$ cat config.mk
export PLATFORM = sky130hd
export DESIGN_NAME = score_digit_converter
export DESIGN_NICKNAME = d
export VERILOG_FILES = /design/src/rtl/score_pkg.sv /design/src/rtl/dabble_step.sv /design/src/rtl/score_digit_converter.sv
export SDC_FILE = /design/constraint.sdc
export NUM_CORES = 1
export LEC_CHECK = 0
export ABC_AREA = 1
export BUFFER_PORTS_ARGS = -buffer_cell sky130_fd_sc_hd__buf_2
export CAP_MARGIN = 5
export CELL_PAD_IN_SITES_DETAIL_PLACEMENT = 1
export CELL_PAD_IN_SITES_GLOBAL_PLACEMENT = 2
export CORE_MARGIN = 2
export CORE_UTILIZATION = 30
export CTS_CLUSTER_DIAMETER = 50
export CTS_CLUSTER_SIZE = 40
export DETAILED_ROUTE_END_ITERATION = 8
export PLACE_DENSITY = 0.69
export SLEW_MARGIN = 20
export SYNTH_ARGS = -nofsm -noshare
export SYNTH_HDL_FRONTEND = slang
export SYNTH_SLANG_ARGS = --single-unit
$ cat constraint.sdc
create_clock -name pixel_clk_in -period 1.9 [get_ports pixel_clk_in]
set_input_delay 0.19 -clock pixel_clk_in [delete_from_list [all_inputs] [get_ports pixel_clk_in]]
set_output_delay 0.19 -clock pixel_clk_in [all_outputs]
set_load 0.02 [all_outputs]
$ cat src/rtl/score_pkg.sv
// score_pkg: shared types, constants and helpers for the score BCD converter
package score_pkg;

    typedef enum logic [1:0] {IDLE, SHIFT, DONE} state_t;

    localparam int DIGIT_W = 4;

    // Largest value representable in n decimal digits (10^n - 1)
    function automatic int max_val(input int n);
        int v;
        v = 1;
        for (int i = 0; i < n; i++) v = v * 10;
        return v - 1;
    endfunction

    // Blanking helper: a digit keeps its sprite enabled when it is nonzero
    function automatic logic nz(input logic [DIGIT_W-1:0] d);
        return |d;
    endfunction

endpackage

$ cat src/rtl/dabble_step.sv
// dabble_step: add 3 to every BCD nibble that is 5 or more before the shift
module dabble_step
    import score_pkg::*;
#(
    parameter int WIDTH = 16
) (
    input  logic [WIDTH-1:0] bcd_in,
    output logic [WIDTH-1:0] bcd_out
);

    for (genvar i = 0; i < WIDTH / DIGIT_W; i++) begin : g_nib
        assign bcd_out[i*DIGIT_W +: DIGIT_W] = (bcd_in[i*DIGIT_W +: DIGIT_W] >= 4'd5)
            ? bcd_in[i*DIGIT_W +: DIGIT_W] + 4'd3
            : bcd_in[i*DIGIT_W +: DIGIT_W];
    end

endmodule

$ cat src/rtl/score_digit_converter.sv
// score_digit_converter: sequential binary-to-BCD with frame-aligned digit commit
module score_digit_converter
    import score_pkg::*;
#(
    parameter int BIN_WIDTH  = 14,
    parameter int NUM_DIGITS = 4
) (
    input  logic                          pixel_clk_in,
    input  logic                          rst_in,
    input  logic [BIN_WIDTH-1:0]          score_in,
    input  logic                          valid_in,
    output logic                          ready_out,
    input  logic                          new_frame_in,
    output logic [DIGIT_W*NUM_DIGITS-1:0] digits_out,
    output logic [NUM_DIGITS-1:0]         digit_en_out,
    output logic                          busy_out
);

    localparam int BCD_W = DIGIT_W * NUM_DIGITS;
    localparam int CNT_W = $clog2(BIN_WIDTH + 1);
    localparam logic [31:0] MAX_VAL = 32'(max_val(NUM_DIGITS));
    localparam logic [BIN_WIDTH-1:0] CLAMP = BIN_WIDTH'(MAX_VAL);

    state_t                 state, state_nx;
    logic [CNT_W-1:0]       cnt;
    logic [BCD_W-1:0]       bcd, bcd_adj, pending, commit_src;
    logic [BIN_WIDTH-1:0]   bin_sh;
    logic                   pending_valid;
    logic [NUM_DIGITS-1:0]  en_nx;
    logic                   any_nz;

    dabble_step #(.WIDTH(BCD_W)) u_step (
        .bcd_in  (bcd),
        .bcd_out (bcd_adj)
    );

    assign ready_out = (state == IDLE);
    assign busy_out  = (state != IDLE);

    // FSM state register
    always_ff @(posedge pixel_clk_in or negedge rst_in) begin
        if (!rst_in) state <= IDLE;
        else         state <= state_nx;
    end

    // FSM next state: accept, BIN_WIDTH shift iterations, one DONE cycle
    always_comb begin
        state_nx = state;
        case (state)
            IDLE:    if (valid_in) state_nx = SHIFT;
            SHIFT:   if (cnt == CNT_W'(BIN_WIDTH - 1)) state_nx = DONE;
            DONE:    state_nx = IDLE;
            default: state_nx = IDLE;
        endcase
    end

    // Conversion datapath: clamp-and-load on accept, add-3 then shift while in SHIFT
    always_ff @(posedge pixel_clk_in or negedge rst_in) begin
        if (!rst_in) begin
            cnt    <= '0;
            bcd    <= '0;
            bin_sh <= '0;
        end else if (state == IDLE && valid_in) begin
            cnt    <= '0;
            bcd    <= '0;
            bin_sh <= (32'(score_in) > MAX_VAL) ? CLAMP : score_in;
        end else if (state == SHIFT) begin
            cnt           <= cnt + CNT_W'(1);
            {bcd, bin_sh} <= {bcd_adj, bin_sh} << 1;
        end
    end

    // Leading-zero blanking of whichever value is about to be committed
    always_comb begin
        commit_src = (state == DONE) ? bcd : pending;
        any_nz     = 1'b0;
        en_nx      = '0;
        for (int i = NUM_DIGITS - 1; i >= 0; i--) begin
            any_nz   = any_nz | nz(commit_src[i*DIGIT_W +: DIGIT_W]);
            en_nx[i] = any_nz | (i == 0);
        end
    end

    // Pending hold and frame-start commit; a DONE coinciding with the strobe commits directly
    always_ff @(posedge pixel_clk_in or negedge rst_in) begin
        if (!rst_in) begin
            pending       <= '0;
            pending_valid <= 1'b0;
            digits_out    <= '0;
            digit_en_out  <= NUM_DIGITS'(1);
        end else begin
            if (state == DONE) begin
                pending       <= bcd;
                pending_valid <= !new_frame_in;
            end else if (new_frame_in && pending_valid) begin
                pending_valid <= 1'b0;
            end
            if (new_frame_in && (state == DONE || pending_valid)) begin
                digits_out   <= commit_src;
                digit_en_out <= en_nx;
            end
        end
    end

endmodule

# --- After elaboration in Yosys (flattened, before gate mapping) ---
# Index checks and enable logic that the tools add are counted.
# W data, S select, Z words.
word_totals:
  ff_bits: 72
  input_bits: 18
  output_inout_bits: 22
  wordCells: 55
op_classes:
  addsub: 5
  order_cmp: 5
  n_eq_ne: 5
  n_mux: 17
  bitwise: 2
  n_reduce_logical: 13
ops:
  columns: ["cell", "n"]
  rows:
  - ["$mux W16", 3]
  - ["$mux W14", 3]
  - ["$mux W4", 5]
  - ["$ge A4 B3 Y1 const B", 4]
  - ["$gt A14 B14 Y1 const B", 1]
  - ["$add A4 B2 Y4 const B", 3]
  - ["$reduce_or A4 Y1", 3]
  - ["$reduce_bool A2 Y1", 3]
  - ["$add A4 B1 Y4 const B", 1]
  - ["$eq A4 B4 Y1 const B", 1]
  - ["$mux W2", 2]
  - ["$ne A2 B2 Y1 const B", 2]
  - ["$pmux W2 S2", 1]
  - ["$add A3 B2 Y3 const B", 1]
  - ["$logic_and A1 B1 Y1", 3]
  - ["$mux W3", 1]
  - ["$eq A2 B1 Y1 const B", 1]
  - ["$eq A2 B2 Y1 const B", 1]
  - ["$logic_not A2 Y1", 1]
  - ["$mux W1", 2]
  - ["$or A1 B1 Y1", 2]
  - ["$reduce_and A2 Y1", 1]
  - ["$logic_not A1 Y1", 1]
  - ["$logic_or A1 B1 Y1", 1]

# --- Longest topological paths before layout ---
# Gate-level depths: netlist (run 1).
logic_depth:
  word_depth: 5
  mapped_depth: 10
  depth_no_buf: 9

# --- Hierarchy ---
# From an unflattened synthesis (run 1), not the netlist that was laid out.
hier_totals:
  cells_unflattened: 419
  area_unflattened_um2: 3540.9
by_module_without_submodules:
  columns: ["mod", "instances", "cells_each", "area_per_inst_um2", "seq_area_each_um2"]
  rows:
  - ["score_digit_converter", 1, 331, 3050.4, 1801.7]
  - ["dabble_step", 1, 88, 490.5, 0.0]

# --- Least setup slack after synthesis (run 1) ---
# Ideal clock, no wire load.
synth_timing:
  path_kind: "register to register"
  startpoint: "register state[1]"
  endpoint: "register bin_sh[12]"
  setup_ps: 137
  arrival_time_ps: 1376
  t_required_ps: 1763
  slack_ps: 387
  stages_incl_launch_ff: 9
  n_path_buf: 2
  period_less_slack_ps: 1513
  path_cell_list: "dfrtp_1 > buf_4 > nor2_2 > nand2_2 > inv_2 > nor2_4 > inv_2 > buf_6 > o221ai_1"
synth_via:
  elab_chain_len: 3
  word_cells_on_any_way: 5
  cone_classes: "1 x eq/ne; 1 x mux; 3 x reduce/logical"
synth_rtl:
  columns: ["element", "line_no", "source"]
  rows:
  - ["from (decl)", "score_digit_converter.sv:24", "state_t state, state_nx;"]
  - ["from (signal assigned)", "score_digit_converter.sv:43", "else state <= state_nx;"]
  - ["$logic_not A2 Y1 (*)", null, null]
  - ["named net ready_out", "score_digit_converter.sv:12", "output logic ready_out,"]
  - ["$logic_and A1 B1 Y1 (*)", "score_digit_converter.sv:63", "end else if (state == IDLE && valid_in) begin"]
  - ["$mux W14 or $reduce_bool A2 Y1 (tied branches)", null, null]
  - ["to (signal assigned)", "score_digit_converter.sv:66", "bin_sh <= (32'(score_in) > MAX_VAL) ? CLAMP : score_in;"]
  - ["to (signal assigned)", "score_digit_converter.sv:69", "{bcd, bin_sh} <= {bcd_adj, bin_sh} << 1;"]
  - ["to (decl)", "score_digit_converter.sv:27", "logic [BIN_WIDTH-1:0] bin_sh;"]
# Mark *: on every way through the listed nets, which the timed path passes. The rest lies on a longest branch.
# A chain may end at the register's enable or synchronous reset.

# --- Worst setup path in the final report (run 1) ---
layout_timing:
  startpoint: "register state[0]"
  endpoint: "register digit_en_out[1]"
layout_via:
  elab_chain_len: 5
  word_cells_on_any_way: 9
  cone_classes: "1 x eq/ne; 1 x mux; 2 x bitwise; 5 x reduce/logical"
layout_rtl:
  columns: ["element", "line_no", "source"]
  rows:
  - ["$eq A2 B2 Y1 (*)", "score_digit_converter.sv:75, score_digit_converter.sv:98", null]
  - ["$mux W16", "score_digit_converter.sv:75", "commit_src = (state == DONE) ? bcd : pending;"]
  - ["$reduce_or A4 Y1", "score_pkg.sv:18", "return |d;"]
  - ["$or A1 B1 Y1 (2 in a row)", "score_digit_converter.sv:79", "any_nz = any_nz | nz(commit_src[i*DIGIT_W +: DIGIT_W]);"]
  - ["to (signal assigned)", "score_digit_converter.sv:100", "digit_en_out <= en_nx;"]
  - ["to (decl)", "score_digit_converter.sv:15", "output logic [NUM_DIGITS-1:0] digit_en_out,"]
# Every way passes the cells marked *; elsewhere a longest branch is shown, timed or not.

==> results of run 1 <==
[metal layers]
layer | up-vias | GRT usage [%] | routed length (um)
met1 | 1237 | 20.4 | 3980
met4 | 0 | 5.42 | 97
met2 | 51 | 23.3 | 3400
met3 | 10 | 2.57 | 298
met5 | - | 0 | 0
li1 | 1305 | - | -
[Yosys cell counts (4+ instances only)]
library cell  count
o22ai_1          10
nor2_1           22
buf_2             5
a22oi_1           5
o21ai_1          10
or2_2             4
nand2_1          76
a21oi_1          24
inv_2             5
inv_1            52
nand3_1          13
ha_1             10
o21ai_0          45
dfrtp_1          72
[worst min-delay path by stage]
stage	from	endpoint	slack (ns)	cells after the start
floorplan	rst_in	bcd[0]$_DFFE_PN0P_	-0.11	0
global placement	rst_in	digits_out[6]$_DFFE_PN0P_	0.06	1
detailed placement	rst_in	digits_out[6]$_DFFE_PN0P_	0.05	1
CTS	score_in[0]	bin_sh[0]$_DFFE_PN0P_	0.05	2
global route	score_in[0]	bin_sh[0]$_DFFE_PN0P_	0.07	2
finish	score_in[0]	bin_sh[0]$_DFFE_PN0P_	0.06	2
[flip-flops by register name, indices dropped and copies added (netlist names)]
name and flops:
bcd 16, digits_out 16, pending 16, bin_sh 14
cnt 4, digit_en_out 3, state 2, pending_valid 1
[cell type report]
cell class | instances | area [um^2] | share of cell area [%]
Multi-Input combinational cell | 235 | 1220 | 31.5
Clock inverter | 5 | 33.8 | 0.872
Timing Repair Buffer | 49 | 290 | 7.49
Clock buffer | 10 | 138 | 3.55
Tap cell | 140 | 175 | 4.52
Inverter | 57 | 214 | 5.52
Sequential cell | 72 | 1800 | 46.5
[critical path: stages (launching register included)]
cell      delay (ns)
dfrtp_1         0.43
inv_2           0.16
nand2_4         0.19
a21boi_4        0.32
nand2_1         0.12
nor2_1          0.20
nand3_1         0.09
nand2_1         0.07
inv_1           0.03
[power by group through the flow]
stage | clock network [uW] | registers [uW] | logic (uW)
3_5_place_dp | 0 | 2570 | 2530
4_1_cts | 1140 | 2540 | 2550
3_3_place_gp | 0 | 2550 | 2490
5_1_grt | 1210 | 2620 | 2920
6_report | 1100 | 2530 | 2490
2_1_floorplan | 0 | 2620 | 1680
[cells by family after synthesis]
logic type | Yosys count | share of synthesized area [%]
compound gates | 100 | 16.7
flops | 72 | 54.3
simple gates | 121 | 15.4
buf+inv | 69 | 9.01
other cells | 1 | 0.113
fa+ha+maj | 10 | 3.77
xor+xnor | 3 | 0.791
[cell usage in the layout (no fill, tap or decap), types with 3 or more instances in the layout]
cell type and count:
nand2_1 76, inv_2 5, nand3_1 13, buf_4 8, o22ai_1 10, dfrtp_1 71
buf_2 38, xor2_1 3, o21ai_1 10, clkbuf_8 10, inv_1 52, or2_2 4
a21oi_1 24, a22oi_1 5, o21ai_0 45, nor2_1 22, ha_1 10
[metrics by stage]
step / cell area [um^2] / hold WS, ns
final: 3870 / 0.0603
after global routing: 3870 / 0.0703
after CTS: 3870 / 0.0455
after detailed placement: 3680 / 0.0522
after global placement: 3680 / 0.0567
after floorplan: 3320 / -0.106
[timing repair]
action	in CTS	in global routing
hold buffers	2	0
endpoints found under the setup margin	0	2
endpoints found under the hold margin	73	0
gates resized for setup	0	1
==> impl_results.md, run 1 <==
- Status: completed
- Worst-Skew Late Latency: 0.34 ns
- Worst Setup Path Type: register to register
- Die width: between 100 and 150 um
- Initial Util: slightly above 30%
- Startpoint type of the worst setup path: register
- Crit path from: state[0]$_DFFE_PN0P_
- Crit Reg-Reg Startpoint: state[0]$_DFFE_PN0P_
- TritonCTS clock tree: done
- CTS Buf Count: 9
- Mean Syn Cell Area: a little under 9 um^2
- CP required: 2.14 ns
- Worst min path class: primary input to register
- Clk_skew: 0.00700 ns
- Pre-Repair DR Iteration Count: 4
- Setup WS pre-CTS: between 0.15 and 0.2 ns
- Worst VDD drop: 0.426 mV
- Final nets: 452
- CP Capture Type: register
- Area delta synth->final: 16.7%
- Clock-pin slew on the worst setup and hold paths: 0.08 ns
- Initial drt markers: 99
- Area contributors post-synth: dfrtp_1, nand2_1, o21ai_0
- I/O Buffers: 38
- Post-CTS Setup Inserts: 0
- Sequential power share: 41.4%
- Synth area leader: dfrtp_1
- # DRC: 0
- Leakage power: 0.00199 uW
- Worst Max-Slew Pin Slew: about 0.49 ns
- Slew Viols, Final: 0
- Internal power consumption: around 3600 uW
- Register area share after synthesis: between 50% and 60%
- Combinational share of power: 40.7%
- Initial antenna violation count: 0
- Total Power: roughly 6000 uW
- Cell Area, Synth: 3320 um^2
- GR Overflow Total: 0
- Core ar.: ~11000 um^2
- Synth warn: 0
- DR WL/cell: roughly 14 um
- Pwr per Cell Area: 1580 nW/um^2
- FMAX: 586 MHz
- Rows: 38
- Clock root cell: clkbuf_8
- Endpoints failing setup: 0
- Layout cell share with drive strength beyond 1: 18.2%
- Clock power frac: approximately 18%
- Placer Congestion: 0.727
- IO Pins: 40
- RSZ-0062 raised after global routing: no
- Yosys top cell area share: 54.3%
- Fillers: between 1000 and 1500
- Max clock buf depth: 2
- Crit Path Max Fanout: 26
- DP Wirelength: between 5 and 6 mm
- Yosys reg bits: 72
- Clock sink count: a little over 70
- WL final: between 7 and 8 mm
- Synthesized Nets: a little over 400
- Full die area: ~12000 um^2
- Post-route antenna net violation count: 0
- Slew Limit Headroom: between 60% and 70%
- Util after Layout: between 30% and 40%
- Vias in the first global route: around 2800
- NetSw: ~2500 uW
- First-pass GRT wire length: around 14 mm
- Flop-to-flop setup slack: between 0.15 and 0.2 ns
- Post-DR vias/cell: 4.58
- Layout Cells excl Fill: between 500 and 600
- Reg2Reg Depth: 8
- Sw Share: about two fifths
- Final count of hold timing violations: 0
- Period utilization: approximately nine tenths
- Crit path time final: approximately 1.7 ns
- Async S/R FF share, synth: between 90% and 100%
- H-tree Lvls: 3
- Die height: 109 um
- Inst Count DP: roughly 550
- Worst Setup Slack, final: a little under 0.2 ns
- DR vias: approximately 2600
- Post-synth top flop: dfrtp_1
- Setup crit end: digit_en_out[1]$_DFFE_PN0P_
- Worst EP arrival: slightly below 2 ns
- Worst R2R End: digit_en_out[1]$_DFFE_PN0P_
- TNS Setup: 0 ns
- Max-Cap Viols: 0
- Mapped Cells: between 300 and 400
- GRT Util Overall: 14.8%
- Post-synth EDFFs: 0
- Largest net degree at the start of global routing: 36
- # diodes: 0
- Count of different cell masters after synthesis: 28
Power figures use the tool's default switching activity.
==> run 2, diff against run 1 <==
--- a/config.mk
+++ b/config.mk
@@ -10,7 +10,6 @@
 export CAP_MARGIN = 5
 export CELL_PAD_IN_SITES_DETAIL_PLACEMENT = 1
 export CELL_PAD_IN_SITES_GLOBAL_PLACEMENT = 2
-export CORE_MARGIN = 2
 export CORE_UTILIZATION = 30
 export CTS_CLUSTER_DIAMETER = 50
 export CTS_CLUSTER_SIZE = 40
==> run 2 against run 1 <==
Hold slack lost 0.0047 ns; utilization grew 0.73 points; final cell count grew 0.18%; non-clock buffer count is the same; combinational power is essentially flat.
==> impl_results.md, run 2 (same netlist as run 1, synthesis figures left out) <==
- Clock-pin slew on the worst setup and hold paths: 0.08 ns (about the same)
- H-tree Lvls: 3 (unchanged)
- Worst VDD drop: 0.507 mV (+19%)
- Fillers: 1302 (-1.1%)
- Die height: 107 um (-1.8%)
- Most frequent cells in the layout: nand2_1, dfrtp_1, inv_1, o21ai_0, buf_2
- Clock power frac: 21.5% (+3.5 points)
- Worst hold margin: 0.0555 ns (-0.00472 ns)
- WL final: 7.79 mm (+0.14%)
- Biggest regs: bcd: 16 flops, digits_out: 16 flops, pending: 16 flops
- Pwr per Cell Area: 1630 nW/um^2 (+3.3%)
- Final count of hold timing violations: 0 (unchanged)
- TNS Setup: 0 ns (unchanged)
- CP Capture Type: register
- Initial antenna violation count: 0 (unchanged)
- Die width: 107 um (-1.8%)
- I/O Buffers: 38 (unchanged)
- CP required: 2.15 ns (about the same)
- Vias in the first global route: 2695 (-3.7%)
- Final nets: 452 (unchanged)
- Worst Min Path Start: score_in[0]
- Post-DR vias/cell: 4.63 (+1.1%)
- Cell depth of the worst min-delay path: 2 (unchanged)
- Core ar.: 10800 um^2 (-0.44%)
- Startpoint type of the worst setup path: register
- Commonest non-fill, non-tap cell in the layout: nand2_1
- Placer Congestion: 0.744 (+2.3%)
- Period utilization: 85.8% (-3.9 points)
- TritonCTS clock tree: done
- Max clock buf depth: 2 (unchanged)
- IO Pins: 40 (unchanged)
- Rows: 38 (unchanged)
- Internal power consumption: 3880 uW (+8.5%)
- Layout cell share with drive strength beyond 1: 18.4% (+0.19 points)
- NetSw: 2530 uW (-0.24%)
- RSZ-0062 raised after global routing: no
- Inst Count DP: 549 (-0.36%)
- Initial Util: 30.8% (+0.13 points)
- First-pass GRT wire length: 13.4 mm (-1.1%)
- # DRC: 0 (unchanged)
- Slew Viols, Final: 0 (unchanged)
- GR Overflow Total: 0 (unchanged)
- Clock sink count: 72 (unchanged)
- Leakage power: 0.00202 uW (+1.7%)
- Max-Cap Viols: 0 (unchanged)
- Worst min path class: primary input to register
- Endpoints failing setup: 0 (unchanged)
- Crit Reg-Reg Startpoint: state[0]$_DFFE_PN0P_
- FMAX: 613 MHz (+4.5%)
- Full die area: 11500 um^2 (-3.6%)
- Pre-Repair DR Iteration Count: 4 (unchanged)
- Total Power: 6410 uW (+4.9%)
- Sequential power share: 39.5% (-1.9 points)
- Worst R2R End: digit_en_out[1]$_DFFE_PN0P_
- Hold Crit Endpoint: bin_sh[0]$_DFFE_PN0P_
- Worst EP arrival: 1.88 ns (-0.07 ns)
- DR WL/cell: 13.7 um (about the same)
- Largest net degree at the start of global routing: 73 (+100%)
- Combinational share of power: 39.0% (-1.7 points)
- Layout Cells excl Fill: 569 (+0.18%)
- Reg2Reg Depth: 8 (unchanged)
- Flop-to-flop setup slack: 0.27 ns (+0.07 ns)
- Clock root cell: clkbuf_8
- Worst Setup Path Type: register to register
- Worst-Skew Late Latency: 0.35 ns (about the same)
- Clk_skew: 0.0118 ns (+0.00479 ns)
- Crit Path Max Fanout: 26 (unchanged)
- GRT Util Overall: 15.2% (+0.44 points)
- Crit path time final: 1.63 ns (-0.0741 ns)
- Initial drt markers: 112 (+13%)
- DR vias: 2637 (+1.3%)
- Area delta synth->final: 18.5%
- # diodes: 0 (unchanged)
- CTS Buf Count: 9 (unchanged)
- Sw Share: 39.5% (-2.0 points)
- Status: completed
- Post-route antenna net violation count: 0 (unchanged)
- DP Wirelength: 5.47 mm (-2.4%)
run 2: cell types whose count changed in the layout (fill, tap and decap cells not counted):
cell,delta
o21ai_1,+2
o21ai_0,-2
buf_4,-1
clkinv_2,+1
clkinvlp_4,-1
bufinv_16,+2
buf_12,+1
clkinv_4,-1
run 2: power groups by stage:
stage / registers [uW] / clock network [uW] / logic, uW
floorplan: 2620 / 0 / 1680
global placement: 2550 / 0 / 2480
detailed placement: 2570 / 0 / 2550
CTS: 2540 / 1420 / 2560
global route: 2620 / 1490 / 2920
finish: 2530 / 1380 / 2500
run 2: what timing repair did:
| item | in CTS | in global routing |
|---|---|---|
| buffers inserted | 0 | 2 |
| endpoints found under the hold margin | 73 | 0 |
| gates resized for setup | 0 | 3 |
| endpoints found under the setup margin | 0 | 7 |
| hold buffers | 2 | 0 |
run 2: per-stage QoR:
stage                     cell area [um^2]  setup slack (ns)  util (%)
after CTS                             3920             0.130      36.3
after global placement                3680             0.195      34.1
after global routing                  3940            0.0483      36.5
final                                 3940             0.269      36.5
after floorplan                       3320             0.387         -
after detailed placement              3680             0.152      34.1
run 2: worst max-delay path, stage by stage (launching register included):
cell and delay (ns):
dfrtp_1 0.42, inv_2 0.15, nand2_4 0.19, a21boi_4 0.28, nand2_1 0.10, nor2_1 0.19, nand3_1 0.09, nand2_1 0.06
inv_1 0.04
run 2: final cells by class:
| class | instances | area [um^2] | area share, % |
|---|---|---|---|
| multi-input cells | 235 | 1220 | 31.0 |
| flip-flops and latches | 72 | 1800 | 45.8 |
| well taps | 140 | 175 | 4.45 |
| repair buffers | 49 | 303 | 7.69 |
| clock inverters | 6 | 82.6 | 2.10 |
| inverters | 57 | 214 | 5.44 |
| clock buffers | 10 | 138 | 3.50 |
run 2: worst max-delay path by stage:
stage | startpoint | end | slack, ns | depth (start not counted)
detailed placement | state[1]$_DFFE_PN0P_ | digit_en_out[1]$_DFFE_PN0P_ | 0.15 | 7
CTS | state[1]$_DFFE_PN0P_ | digit_en_out[1]$_DFFE_PN0P_ | 0.13 | 7
global route | state[0]$_DFFE_PN0P_ | digit_en_out[1]$_DFFE_PN0P_ | 0.05 | 8
floorplan | state[1]$_DFFE_PN0P_ | bin_sh[12]$_DFFE_PN0P_ | 0.39 | 8
global placement | state[1]$_DFFE_PN0P_ | digit_en_out[1]$_DFFE_PN0P_ | 0.20 | 7
finish | state[0]$_DFFE_PN0P_ | digit_en_out[1]$_DFFE_PN0P_ | 0.27 | 8
run 2: metal layers:
layer / share of wire, % / global-route usage [%] / vias to the layer above
li1: - / - / 1309
met1: 48 / 19.6 / 1282
met2: 48 / 25.3 / 37
met3: 2.9 / 3.10 / 9
met4: 1.3 / 5.28 / 0
met5: 0 / 0 / -
